**config.mk**
```make
export PLATFORM = sky130hd
export DESIGN_NAME = tmds_decoder
export DESIGN_NICKNAME = d
export VERILOG_FILES = /design/src/rtl/tmds_decoder.sv
export SDC_FILE = /design/constraint.sdc
export NUM_CORES = 1
export LEC_CHECK = 0
export BUFFER_PORTS_ARGS = -buffer_cell sky130_fd_sc_hd__buf_2
export CORE_ASPECT_RATIO = 0.75
export CORE_MARGIN = 3
export CORE_UTILIZATION = 30
export CTS_CLUSTER_SIZE = 30
export DETAILED_ROUTE_END_ITERATION = 6
export HOLD_SLACK_MARGIN = 0.12
export SYNTH_ARGS = -nofsm -noshare
export SYNTH_HDL_FRONTEND = slang
export SYNTH_SLANG_ARGS = --single-unit
```
**constraint.sdc**
```tcl
create_clock -name i_clk -period 1.9 [get_ports i_clk]
set_input_delay 0.095 -clock i_clk [delete_from_list [all_inputs] [get_ports i_clk]]
set_output_delay 0.095 -clock i_clk [all_outputs]
set_load 0.005 [all_outputs]
```
**src/rtl/tmds_decoder.sv**
```systemverilog
// TMDS channel decoder: recovers 10-bit symbol alignment from an arbitrarily
// slipped deserializer stream by hunting for control tokens, then decodes each
// aligned symbol into control bits or a pixel byte.
module tmds_decoder #(
    parameter int unsigned LOCK_COUNT     = 16,
    parameter int unsigned SEARCH_TIMEOUT = 1024,
    parameter int unsigned LOSS_TIMEOUT   = 4096
) (
    input  logic       i_clk,
    input  logic       i_rstn,
    input  logic [9:0] i_data,
    output logic       o_de,
    output logic [1:0] o_ctrl,
    output logic [7:0] o_data,
    output logic       o_locked,
    output logic [3:0] o_offset
);

    localparam int unsigned LCW = (LOCK_COUNT     > 1) ? $clog2(LOCK_COUNT)     : 1;
    localparam int unsigned TCW = (SEARCH_TIMEOUT > 1) ? $clog2(SEARCH_TIMEOUT) : 1;
    localparam int unsigned OCW = (LOSS_TIMEOUT   > 1) ? $clog2(LOSS_TIMEOUT)   : 1;

    localparam logic [LCW-1:0] LOCK_LAST = LCW'(LOCK_COUNT - 1);
    localparam logic [TCW-1:0] TMO_LAST  = TCW'(SEARCH_TIMEOUT - 1);
    localparam logic [OCW-1:0] LOSS_LAST = OCW'(LOSS_TIMEOUT - 1);

    localparam logic [9:0] TOK_00 = 10'b1101010100;
    localparam logic [9:0] TOK_01 = 10'b0010101011;
    localparam logic [9:0] TOK_10 = 10'b0101010100;
    localparam logic [9:0] TOK_11 = 10'b1010101011;

    typedef enum logic {
        ST_SEARCH,
        ST_LOCKED
    } state_t;

    state_t         state;
    state_t         state_nx;
    logic [3:0]     offset;
    logic [3:0]     offset_nx;
    logic [3:0]     offset_inc;
    logic [LCW-1:0] ctrl_cnt;
    logic [LCW-1:0] ctrl_cnt_nx;
    logic [TCW-1:0] tmo_cnt;
    logic [TCW-1:0] tmo_cnt_nx;
    logic [OCW-1:0] loss_cnt;
    logic [OCW-1:0] loss_cnt_nx;

    logic [9:0]     cur;
    logic [9:0]     prev;
    logic [19:0]    pair;
    logic [9:0]     win;

    logic           is_tok;
    logic [1:0]     tok_ctrl;
    logic [7:0]     d;
    logic [7:0]     dec;

    // Two-word history so any 10-bit window spanning a word boundary is available
    always_ff @(posedge i_clk or negedge i_rstn) begin
        if (!i_rstn) begin
            cur  <= '0;
            prev <= '0;
        end else begin
            cur  <= i_data;
            prev <= cur;
        end
    end

    // prev holds the earlier word, so it occupies the low half of the pair
    always_comb begin
        pair = {cur, prev};
    end

    // Extract the symbol at the current bit-slip offset
    always_ff @(posedge i_clk or negedge i_rstn) begin
        if (!i_rstn) begin
            win <= '0;
        end else begin
            win <= pair[offset +: 10];
        end
    end

    // Control token recognition on the aligned window
    always_comb begin
        is_tok   = 1'b0;
        tok_ctrl = 2'b00;
        case (win)
            TOK_00: begin is_tok = 1'b1; tok_ctrl = 2'b00; end
            TOK_01: begin is_tok = 1'b1; tok_ctrl = 2'b01; end
            TOK_10: begin is_tok = 1'b1; tok_ctrl = 2'b10; end
            TOK_11: begin is_tok = 1'b1; tok_ctrl = 2'b11; end
            default: begin is_tok = 1'b0; tok_ctrl = 2'b00; end
        endcase
    end

    // Undo DC-balance inversion, then undo the XOR/XNOR transition chain
    always_comb begin
        d      = win[9] ? ~win[7:0] : win[7:0];
        dec    = '0;
        dec[0] = d[0];
        for (int unsigned i = 1; i < 8; i++) begin
            dec[i] = win[8] ? (d[i] ^ d[i-1]) : ~(d[i] ^ d[i-1]);
        end
    end

    // Offset advance with 9 -> 0 wrap
    always_comb begin
        offset_inc = (offset == 4'd9) ? 4'd0 : offset + 4'd1;
    end

    // Alignment state and counters
    always_ff @(posedge i_clk or negedge i_rstn) begin
        if (!i_rstn) begin
            state    <= ST_SEARCH;
            offset   <= '0;
            ctrl_cnt <= '0;
            tmo_cnt  <= '0;
            loss_cnt <= '0;
        end else begin
            state    <= state_nx;
            offset   <= offset_nx;
            ctrl_cnt <= ctrl_cnt_nx;
            tmo_cnt  <= tmo_cnt_nx;
            loss_cnt <= loss_cnt_nx;
        end
    end

    // Lock search / loss detection; a lock on the same cycle as a timeout wins
    always_comb begin
        state_nx    = state;
        offset_nx   = offset;
        ctrl_cnt_nx = ctrl_cnt;
        tmo_cnt_nx  = tmo_cnt;
        loss_cnt_nx = loss_cnt;
        case (state)
            ST_SEARCH: begin
                if (is_tok && (ctrl_cnt == LOCK_LAST)) begin
                    state_nx    = ST_LOCKED;
                    ctrl_cnt_nx = '0;
                    tmo_cnt_nx  = '0;
                    loss_cnt_nx = '0;
                end else begin
                    ctrl_cnt_nx = is_tok ? ctrl_cnt + 1'b1 : '0;
                    if (tmo_cnt == TMO_LAST) begin
                        offset_nx   = offset_inc;
                        ctrl_cnt_nx = '0;
                        tmo_cnt_nx  = '0;
                    end else begin
                        tmo_cnt_nx = tmo_cnt + 1'b1;
                    end
                end
            end
            ST_LOCKED: begin
                if (is_tok) begin
                    loss_cnt_nx = '0;
                end else if (loss_cnt == LOSS_LAST) begin
                    state_nx    = ST_SEARCH;
                    offset_nx   = offset_inc;
                    ctrl_cnt_nx = '0;
                    tmo_cnt_nx  = '0;
                    loss_cnt_nx = '0;
                end else begin
                    loss_cnt_nx = loss_cnt + 1'b1;
                end
            end
            default: begin
                state_nx = ST_SEARCH;
            end
        endcase
    end

    // Registered decode; outputs are held at zero until alignment is locked
    always_ff @(posedge i_clk or negedge i_rstn) begin
        if (!i_rstn) begin
            o_de   <= 1'b0;
            o_ctrl <= '0;
            o_data <= '0;
        end else if (state != ST_LOCKED) begin
            o_de   <= 1'b0;
            o_ctrl <= '0;
            o_data <= '0;
        end else if (is_tok) begin
            o_de   <= 1'b0;
            o_ctrl <= tok_ctrl;
        end else begin
            o_de   <= 1'b1;
            o_data <= dec;
        end
    end

    // Status outputs come straight from the alignment registers
    always_comb begin
        o_locked = (state == ST_LOCKED);
        o_offset = offset;
    end

endmodule

```
======== Word-level counts from Yosys, hierarchy flattened ========
Cells that the tools add are included.
W data, S select, Z words.
storage, ports and cells
  flip-flop bits (word level) ............. 72
  input port bits ......................... 12
  output and inout bits ................... 16
cells by class
  $add $sub $neg .......................... 4
  equal/unequal tests ..................... 14
  shifts and indexed selects .............. 1
  mux-type cells .......................... 41
  bitwise operators ....................... 16
  reductions and logical operators ........ 4
operator list
  cell                     number
  $mux W10                 4
  $mux W4                  10
  $mux W12                 3
  $eq A10 B10 Y1 const B   3
  $mux W8                  3
  $pmux W12 S2             1
  $pmux W10 S2             1
  $shiftx A20 B5 Y10       1
  $pmux W4 S2              2
  $mux W1                  13
  $add A12 B1 Y12 const B  1
  $eq A12 B12 Y1 const B   1
  $add A10 B1 Y10 const B  1
  $eq A10 B8 Y1 const B    1
  $eq A10 B9 Y1 const B    1
  $add A4 B1 Y4 const B    2
  $eq A4 B4 Y1 const B     2
  $ne A2 B2 Y1 const B     4
  $not A1 Y1               8
  $not A8 Y8               1
  $xor A1 B1 Y1            7
  $pmux W2 S3              1
  $mux W2                  2
  $ne A2 B1 Y1 const B     2
  5 further kinds          5

======== Logic depth before layout (Yosys ltp) ========
Gate-level depths: netlist of the first run.
  word-level depth ........................ 7
  mapped depth ............................ 9

======== Worst setup path before layout of the first run ========
OpenSTA, ideal clock, no wires.
  path type ............................... reg-to-reg
  from .................................... register win[4]
  to ...................................... register offset[3] (netlist: o_offset[3])
  arrival time ............................ 1.569 ns
  data required time ...................... 1.772 ns
  setup slack ............................. 0.203 ns
  stages on the path, launching flop included .. 10
  path buffers ............................ 1
  clock period less this slack ............ 1.697 ns
  path through ............................ dfrtp_1 > inv_1 > ha_1 > nor2b_2 > nand4_2 > and2_1 > buf_6 > o21ai_4 > o31a_1 > o22ai_2
on the way
  longest elaborated chain between the ends .. 6
RTL lines
  what                                          RTL line  text
  start, declared                               52        logic [9:0] win;
  start signal, assigned                        80        win <= pair[offset +: 10];
  $eq A10 B10 Y1, or another cell as far along  88        case (win)
  $reduce_or A4 Y1 (no source line) (*)         -
  $mux W1 (*)                                   88
  $logic_and A1 B1 Y1                           138       if (is_tok && (ctrl_cnt == LOCK_LAST)) begin
  $ne A2 B2 Y1 (no source line)                 -
  $reduce_and A4 Y1 (no source line) (*)        -
  end signal, assigned                          122       offset <= offset_nx;
  end, declared                                 39        logic [3:0] offset;
Mark *: on every way between the ends. The rest lies on a longest branch, timed or not.
A chain may end at the register's enable or synchronous reset.

======== Worst setup path in the final report of the first run ========
Same ends and word-level chain as after synthesis.

==> results.txt, run 1 <==
Worst path bufs/invs: 1
Clk sinks: 72
Root Buffer: clkbuf_16
Initial core utilization: 30.90%
Synth Warn #: 0
CTS Buffer Depth: 2
TritonCTS clock tree: built
Diodes inserted: 0
Yosys reg bits: 72
Worst path slowest cell: dfrtp_1
Final Non-Filler Cells: 590
Port Buf Inserts: 27
Post-synthesis sequential area ratio: 47.21%
Worst Path Arrival: 2.05 ns
Post-synth EDFFs: 0
Max_slew headroom: 60.29%
DRT Wirelength: 8528 um
Num CTS Buffers: 9
Core Region: 0.01235 sq mm
Antenna viol nets, final: 0
Worst hold path class: primary input to asynchronous set/reset pin
CP max stage delay: 0.39 ns
Leak: 2.135 nW
Placer Congestion: 0.8593
Commonest non-fill, non-tap cell in the layout: dfrtp_1
Die height: 103.7 um
Slew Limit Fails: 0
CP Launch Point: win[4]
Setup violators final: 0
Worst-Skew Late Latency: 0.34 ns
DR pass1 iterations: 4
Setup Crit Path Kind: flop to flop
Syn nets: 381
# DRC: 0
Synth Cell Area: 0.003816 sq mm
Initial drt markers: 163
Via count: 2903
CP Max Fanout: 7
Peak supply drop: 0.0005654 V
Total gr overflow: 0
CP delay by family, top: compound AO/OA/AOI/OAI gates
CTS HTree Levels: 3
Nets: 442
Worst Tran Pin Value: 0.5957 ns
Ys flop type: dfrtp_1
CP Capture Type: flop
Clock Pin Slew Worst Setup and Hold Paths: 0.06 ns
Setup Skew: 0.01011 ns
Gr usage total: 12.55%
Via/cell ratio: 4.920
CP startpoint kind: flop
Vias in the first global route: 2732
Share of post-route cells with drive strength above 1: 27.36%
Area delta synth->final: 25.05%
Highest-count cells in the layout ignoring fill and taps: dfrtp_1, nand2_1, nor2_1
# IOs: 28
Peak Freq: 0.5453 GHz
Final Power: 3.489 mW
Wire per inst: 14.45 um
RSZ-0062 raised after global routing: yes
Cells after Synth: 358
DIE AREA: 0.01412 sq mm
FF-to-FF Start: win[4]
First-pass GRT wire length: 14120 um
Post-layout util: 38.64%
Average size of a mapped cell: 10.66 sq um
Fin crit share: 96.51%
Pwr/cell area: 731.1 mW/mm^2
Largest net degree at the start of global routing: 73
Antenna violations before repair: 0
Final hold vios: 0
WP data required: 2.11 ns
Row Count: 35
Tmin final: 1.834 ns
Sequence of cells on the critical path: inv_1, ha_1, nor2b_4, nand4_4, a21o_4, a22oi_2, o31a_1, o22ai_2
Filler Cell Count: 1212
Max-cap violations: 0
Die width: 136.2 um
Status: completed
Distinct cell type count of the synthesized netlist: 60
Placed cells: 555
Post-DP HPWL: 6121 um
Synth async-reset ratio: 100.0%
cells by family after synthesis:
kind of cell             after synthesis  share of synthesized area [%]
AND/OR/NAND/NOR                      111                          15.12
AO/OA/AOI/OAI                         91                          15.67
flip-flops                            72                          47.21
buffers and inverters                 33                          4.754
multiplexers                          27                          10.66
XOR/XNOR                              13                          2.984
adder cells (fa/ha/maj)               11                          3.607
through the flow:
step	hold WS, ns	cell area, sq um	setup TNS (ns)	setup WS [ns]
after floorplan	-0.2006	3816	0	0.2035
after global placement	0.1570	4237	0	0.02028
after detailed placement	0.1537	4237	-0.02242	-0.02242
after CTS	0.3310	4659	0	0.004297
after global routing	0.3379	4772	-0.1517	-0.05082
final	0.2990	4772	0	0.06628
area by class of cell:
type                            instances  area, sq um  area share (%)
Timing Repair Buffer                   68        520.5           10.91
Multi-Input combinational cell        253         1879           39.38
Clock inverter                          6        66.31           1.390
Inverter                               15        56.30           1.180
Clock buffer                           10        239.0           5.008
Sequential cell                        72         1803           37.78
Tap cell                              166        207.7           4.352
synth_stat cells (4+ instances only):
cell type,number,area (sq um)
nand2_1,33,123.9
and3_1,4,25.02
mux4_2,10,225.2
dfrtp_1,72,1802
buf_2,8,40.04
nor2b_1,4,25.02
xor2_1,4,35.03
mux2_2,5,56.30
inv_1,14,52.55
o31ai_1,4,30.03
o21ai_0,23,115.1
a31oi_1,7,43.79
mux2i_1,11,110.1
nor2_1,30,112.6
a21oi_1,15,75.07
ha_1,11,137.6
nand3_1,10,50.05
nand4_1,6,37.54
xnor2_1,9,78.83
o21ai_1,10,50.05
a211oi_1,12,90.09
buf_6,4,45.04
per-layer routing:
| metal | global-route usage [%] | part of all wire, % | up-vias |
|---|---|---|---|
| met4 | 3.885 | 1.3 | 0 |
| li1 | - | - | 1420 |
| met2 | 16.82 | 41 | 57 |
| met3 | 3.738 | 4.6 | 11 |
| met1 | 19.20 | 53 | 1415 |
| met5 | 0 | 0 | - |
worst register-to-register path: stages (launching register included):
cell and delay, ns:
dfrtp_1 0.39, inv_1 0.06, ha_1 0.15, nor2b_4 0.17, nand4_4 0.15, a21o_4 0.28
a22oi_2 0.27, o31a_1 0.18, o22ai_2 0.07
where the power goes:
group          total [mW]  leakage [nW]  switching [mW]  internal [mW]
sequential           1.60         0.920          0.0298           1.57
combinational       0.192          1.06          0.0964         0.0952
clock                1.70         0.153           0.643           1.06
flip-flops by register name, indices dropped and copies added, names as in the netlist:
register  cells
loss_cnt     12
cur          10
prev         10
tmo_cnt      10
win          10
o_data        8
ctrl_cnt      4
o_offset      4
o_ctrl        2
o_de          1
o_locked      1
worst paths after layout:
| kind | cells past startpoint | slack [ns] | to |
|---|---|---|---|
| worst max register to register | 8 | 0.07 | o_offset[3] |
| worst min-delay path | 3 | 0.30 | o_data[5] |
| min in group i_clk | 0 | 0.40 | prev[5] |
| worst min register to register | 0 | 0.40 | prev[5] |
| max in group asynchronous | 3 | 1.24 | o_offset[0] |
| worst max-delay path | 8 | 0.07 | o_offset[3] |
timing repair:
action	in CTS	in global routing
endpoints found under the setup margin	1	38
buffers inserted	0	8
resized for setup	1	14
hold buffers	11	0
hold endpoints to repair	82	0
pin swaps	0	7
Power figures use the tool's default switching activity.
==> run 2: changes to the inputs <==
- REMOVE_ABC_BUFFERS: not set -> 1
==> run 2 against run 1 <==
  * Combinational power about the same
  * Clock power grew 9%
  * Total power grew 4.2%
  * Setup slack worse by 0.014 ns
  * Critical path depth increased by 1
  * Via count grew 1.1%
  * Die area stayed put
  * Sequential share of layout area shrank 0.71 points
  * Sequential cell count stayed put
  * Highest routed layer unchanged
  * Largest cell class unchanged
  * Sequential power about the same
==> results.txt, run 2 (same netlist as run 1, synthesis figures left out) <==
Status: completed
Peak Freq: 0.5413 GHz
Antenna violations before repair: 0
Highest-count cells in the layout ignoring fill and taps: dfrtp_1, nand2_1, nor2_1, buf_4, buf_2
Sequence of cells on the critical path: inv_1, ha_1, nor2b_4, nand4_4, a21o_4, a22oi_2, buf_4, a211oi_2, o22ai_2
CP Capture Type: flop
Leak: 2.162 nW
Worst path slowest cell: dfrtp_1
Diodes inserted: 0
Slew Limit Fails: 0
DIE AREA: 0.01412 sq mm
Clk sinks: 72
Biggest register: loss_cnt
Setup Crit Path Kind: flop to flop
Initial core utilization: 30.90%
Final Non-Filler Cells: 593
Wire per inst: 14.36 um
RSZ-0062 raised after global routing: yes
Port Buf Inserts: 27
Post-DP HPWL: 5930 um
Initial drt markers: 191
# IOs: 28
Placed Area: 0.004209 sq mm
Gr usage total: 12.56%
Area delta synth->final: 27.34%
Worst Path Arrival: 2.11 ns
Worst Tran Pin Value: 0.4684 ns
Total gr overflow: 0
Number of flip-flops in the largest register: 12
Max_slew headroom: 68.77%
DRT Wirelength: 8518 um
CTS HTree Levels: 3
# DRC: 0
Largest net degree at the start of global routing: 73
Root Buffer: clkbuf_16
WP data required: 2.16 ns
Die height: 103.7 um
TritonCTS clock tree: built
Via/cell ratio: 4.951
Final hold vios: 0
Final Power: 3.634 mW
Setup Skew: 0.009691 ns
CTS Buffer Depth: 2
Clock Pin Slew Worst Setup and Hold Paths: 0.06 ns
Vias in the first global route: 2829
Hold_ws: 0.3001 ns
Row Count: 35
Placer Congestion: 0.8599
Worst hold path class: primary input to asynchronous set/reset pin
Pwr/cell area: 747.7 mW/mm^2
First-pass GRT wire length: 14370 um
Placed cells: 553
Num CTS Buffers: 9
Fin area: 0.004860 sq mm
Die width: 136.2 um
Nets: 445
Post-layout util: 39.35%
Antenna viol nets, final: 0
Tmin final: 1.847 ns
Max-cap violations: 0
Share of post-route cells with drive strength above 1: 28.57%
Setup violators final: 0
R2r setup slk: 0.05 ns
Worst-Skew Late Latency: 0.33 ns
CP Max Fanout: 7
Fin crit share: 97.22%
Peak supply drop: 0.0004811 V
Commonest non-fill, non-tap cell in the layout: dfrtp_1
Via count: 2936
CP startpoint kind: flop
CP max stage delay: 0.40 ns
DR pass1 iterations: 4
Core Region: 0.01235 sq mm
[run 2: cell types whose count changed in the layout (fill, tap and decap cells not counted), sizes merged]
cell	before	now
buf	57	60
bufinv	1	2
clkinv	3	2
clkinvlp	0	1
inv	17	16
[run 2: path summary, 6_finish.rpt]
path                                to  cells past startpoint      start
setup / recovery           o_offset[3]                      9     win[4]
hold / removal                  cur[5]                      3     i_rstn
setup reg to reg           o_offset[3]                      9     win[4]
hold reg to reg                prev[7]                      0     cur[7]
max in group asynchronous    o_data[2]                      3     i_rstn
min in group i_clk              cur[3]                      2  i_data[3]
[run 2: routing by layer]
| metal | vias up | routed length (um) | GRT usage [%] | share of wire (%) |
|---|---|---|---|---|
| met3 | 7 | 490 | 3.689 | 5.8 |
| met2 | 69 | 3626 | 17.07 | 43 |
| met5 | - | 0 | 0 | 0 |
| met4 | 0 | 74 | 3.597 | 0.87 |
| met1 | 1428 | 4326 | 19.14 | 51 |
| li1 | 1432 | - | - | - |
[run 2: final cells by class]
type	instances	area, sq um
well taps	166	207.7
multi-input cells	253	1931
clock inverters	6	90.09
flip-flops and latches	72	1802
clock buffers	10	239.0
inverters	15	56.30
fillers	1207	7490
repair buffers	71	534.3
[run 2: metrics by stage]
| step | TNS (ns) | setup WS (ns) |
|---|---|---|
| after global routing | -0.1289 | -0.04990 |
| after CTS | 0 | 0.004402 |
| after detailed placement | -0.01893 | -0.01893 |
| after floorplan | -0.7478 | -0.1566 |
| final | 0 | 0.05275 |
| after global placement | 0 | 0.02976 |
[run 2: where the power goes]
part / internal [mW] / switching [mW]
clock: 1.19 / 0.659
combinational: 0.0946 / 0.0953
sequential: 1.57 / 0.0294
total: 2.85 / 0.783
[run 2: repair_timing]
action	in CTS	in global routing
endpoints found under the setup margin	4	39
pin swaps	0	11
hold endpoints to repair	82	0
hold buffers	11	0
buffers inserted	0	14
gates resized for setup	1	24
[run 2: worst max-delay path, delay by kind of cell (launching register included)]
family | cells | cell delay (ns)
AOI/OAI and AO/OA | 4 | 0.69
DFF | 1 | 0.40
adders and majority gates | 1 | 0.14
and+or+nand+nor | 2 | 0.30
buffers and inverters | 2 | 0.23
==> run 3: changes to the inputs <==
- CELL_PAD_IN_SITES_DETAIL_PLACEMENT: not set -> 0
- CELL_PAD_IN_SITES_GLOBAL_PLACEMENT: not set -> 1
- PLACE_DENSITY_LB_ADDON: not set -> 0.1
==> run 3 against run 2 <==
  * Clock power up 3%
  * Fmax up 2.3%
  * Critical path depth down 1
  * Setup slack better by 0.042 ns
  * Cell count down 0.84%
  * Hold slack worse by 0.055 ns
  * Register-to-register slack better by 0.04 ns
  * Clock skew down 0.0037 ns
  * Non-clock buffer count down 5
  * Via count down 1.8%
  * Critical path type unchanged
==> results.txt, run 3 (same netlist as run 1, synthesis figures left out) <==
Via count: 2884
Max_slew headroom: 71.66%
Worst Tran Pin Value: 0.4251 ns
Placer Congestion: 0.7461
Wire per inst: 15.15 um
Fin crit share: 95.00%
WL met3: 258 um
Nets: 440
Worst hold path class: primary input to asynchronous set/reset pin
Setup Skew: 0.005995 ns
Reg2Reg Depth: 8
CP startpoint kind: flop
Total gr overflow: 0
Final Non-Filler Cells: 588
Max-cap violations: 0
Biggest register: loss_cnt
Routed wl met2: 4072 um
First-pass GRT wire length: 15350 um
Root Buffer: clkbuf_16
DIE AREA: 0.01412 sq mm
Clk sinks: 72
Peak supply drop: 0.0004268 V
Clock Pin Slew Worst Setup and Hold Paths: 0.06 ns
Die width: 136.2 um
Antenna violations before repair: 0
FF-to-FF Start: win[4]
Post-DP HPWL: 6369 um
Vias in the first global route: 2882
Die height: 103.7 um
Fin area: 0.004783 sq mm
Final hold vios: 0
Placed cells: 557
Leak: 2.140 nW
DRT Wirelength: 8910 um
Share of post-route cells with drive strength above 1: 25.12%
Area delta synth->final: 25.34%
Port Buf Inserts: 27
Initial core utilization: 30.90%
Status: completed
Commonest non-fill, non-tap cell in the layout: dfrtp_1
Diodes inserted: 0
Tmin final: 1.805 ns
Antenna viol nets, final: 0
Gr usage total: 13.64%
Worst-Skew Late Latency: 0.33 ns
Placed Area: 0.004267 sq mm
TritonCTS clock tree: built
Pwr/cell area: 771.2 mW/mm^2
CP Capture Type: flop
Via/cell ratio: 4.905
Peak Freq: 0.5540 GHz
M1 wire length: 4488 um
RSZ-0062 raised after global routing: yes
WP data required: 2.10 ns
Worst Path Arrival: 2.01 ns
Max layer used: met4
Highest-count cells in the layout ignoring fill and taps: dfrtp_1, nand2_1, nor2_1
Slew Limit Fails: 0
Largest net degree at the start of global routing: 44
DR pass1 iterations: 4
R2r setup slk: 0.1 ns
Setup violators final: 0
CP Max Fanout: 8
Row Count: 35
Worst R2R End: o_offset[3]
Number of flip-flops in the largest register: 12
Initial drt markers: 220
# DRC: 0
Setup Crit Path Kind: flop to flop
CTS Buffer Depth: 2
Num CTS Buffers: 9
CTS HTree Levels: 3
# IOs: 28
Core Region: 0.01235 sq mm
-- run 3: final cells by class --
| class | instances | area [sq um] |
|---|---|---|
| Tap cell | 166 | 207.7 |
| Fill cell | 1258 | 7566 |
| Timing Repair Buffer | 66 | 511.7 |
| Clock buffer | 12 | 266.5 |
| Inverter | 15 | 56.30 |
| Sequential cell | 72 | 1802 |
| Multi-Input combinational cell | 253 | 1864 |
| Clock inverter | 4 | 75.07 |
-- run 3: power breakdown --
group	total (mW)	switching (mW)	internal (mW)
clock network	1.90	0.643	1.26
registers	1.60	0.0291	1.57
logic	0.193	0.0969	0.0963
-- run 3: metal layers --
metal | up-vias | global-route usage [%]
met5 | - | 0
met4 | 0 | 2.734
met3 | 10 | 3.786
met2 | 35 | 20.28
met1 | 1422 | 19.90
li1 | 1417 | -
-- run 3: how the worst max path moves through the flow --
stage / start / end / slack [ns]
after floorplan: o_offset[1] / win[4] / -0.16
after global placement: o_offset[0] / win[3] / 0.05
after detailed placement: win[4] / o_data[4] / -0.00006
after CTS: win[4] / o_offset[3] / 0.009
after global routing: win[4] / o_offset[3] / -0.03
final: win[4] / o_offset[3] / 0.1
-- run 3: critical path: stages (launching register included) --
cell and delay, ns:
dfrtp_1 0.40, inv_1 0.07, ha_1 0.14, nor2b_4 0.15, nand4_4 0.15, a21o_4 0.29, a22oi_2 0.23, o31a_1 0.18
o22ai_2 0.07
-- run 3: what timing repair did --
item,CTS,global route
setup buffers,1,3
hold endpoints to repair,82,0
setup endpoints to repair,3,18
pin swaps,1,5
resized for setup,3,4
hold buffers,11,0
-- run 3: stage by stage --
step / TNS [ns] / total power [mW] / setup WS (ns) / utilization (%) / hold WS (ns)
detailed placement: -0.00005984 / 1.799 / -0.00005984 / 34.55 / 0.06202
global route: -0.1480 / 3.867 / -0.03493 / 38.73 / 0.2725
finish: 0 / 3.689 / 0.09504 / 38.73 / 0.2447
floorplan: -0.7478 / 1.711 / -0.1566 / - / -0.2006
global placement: 0 / 1.800 / 0.04952 / 34.55 / 0.05628
CTS: 0 / 3.756 / 0.009116 / 38.37 / 0.2597
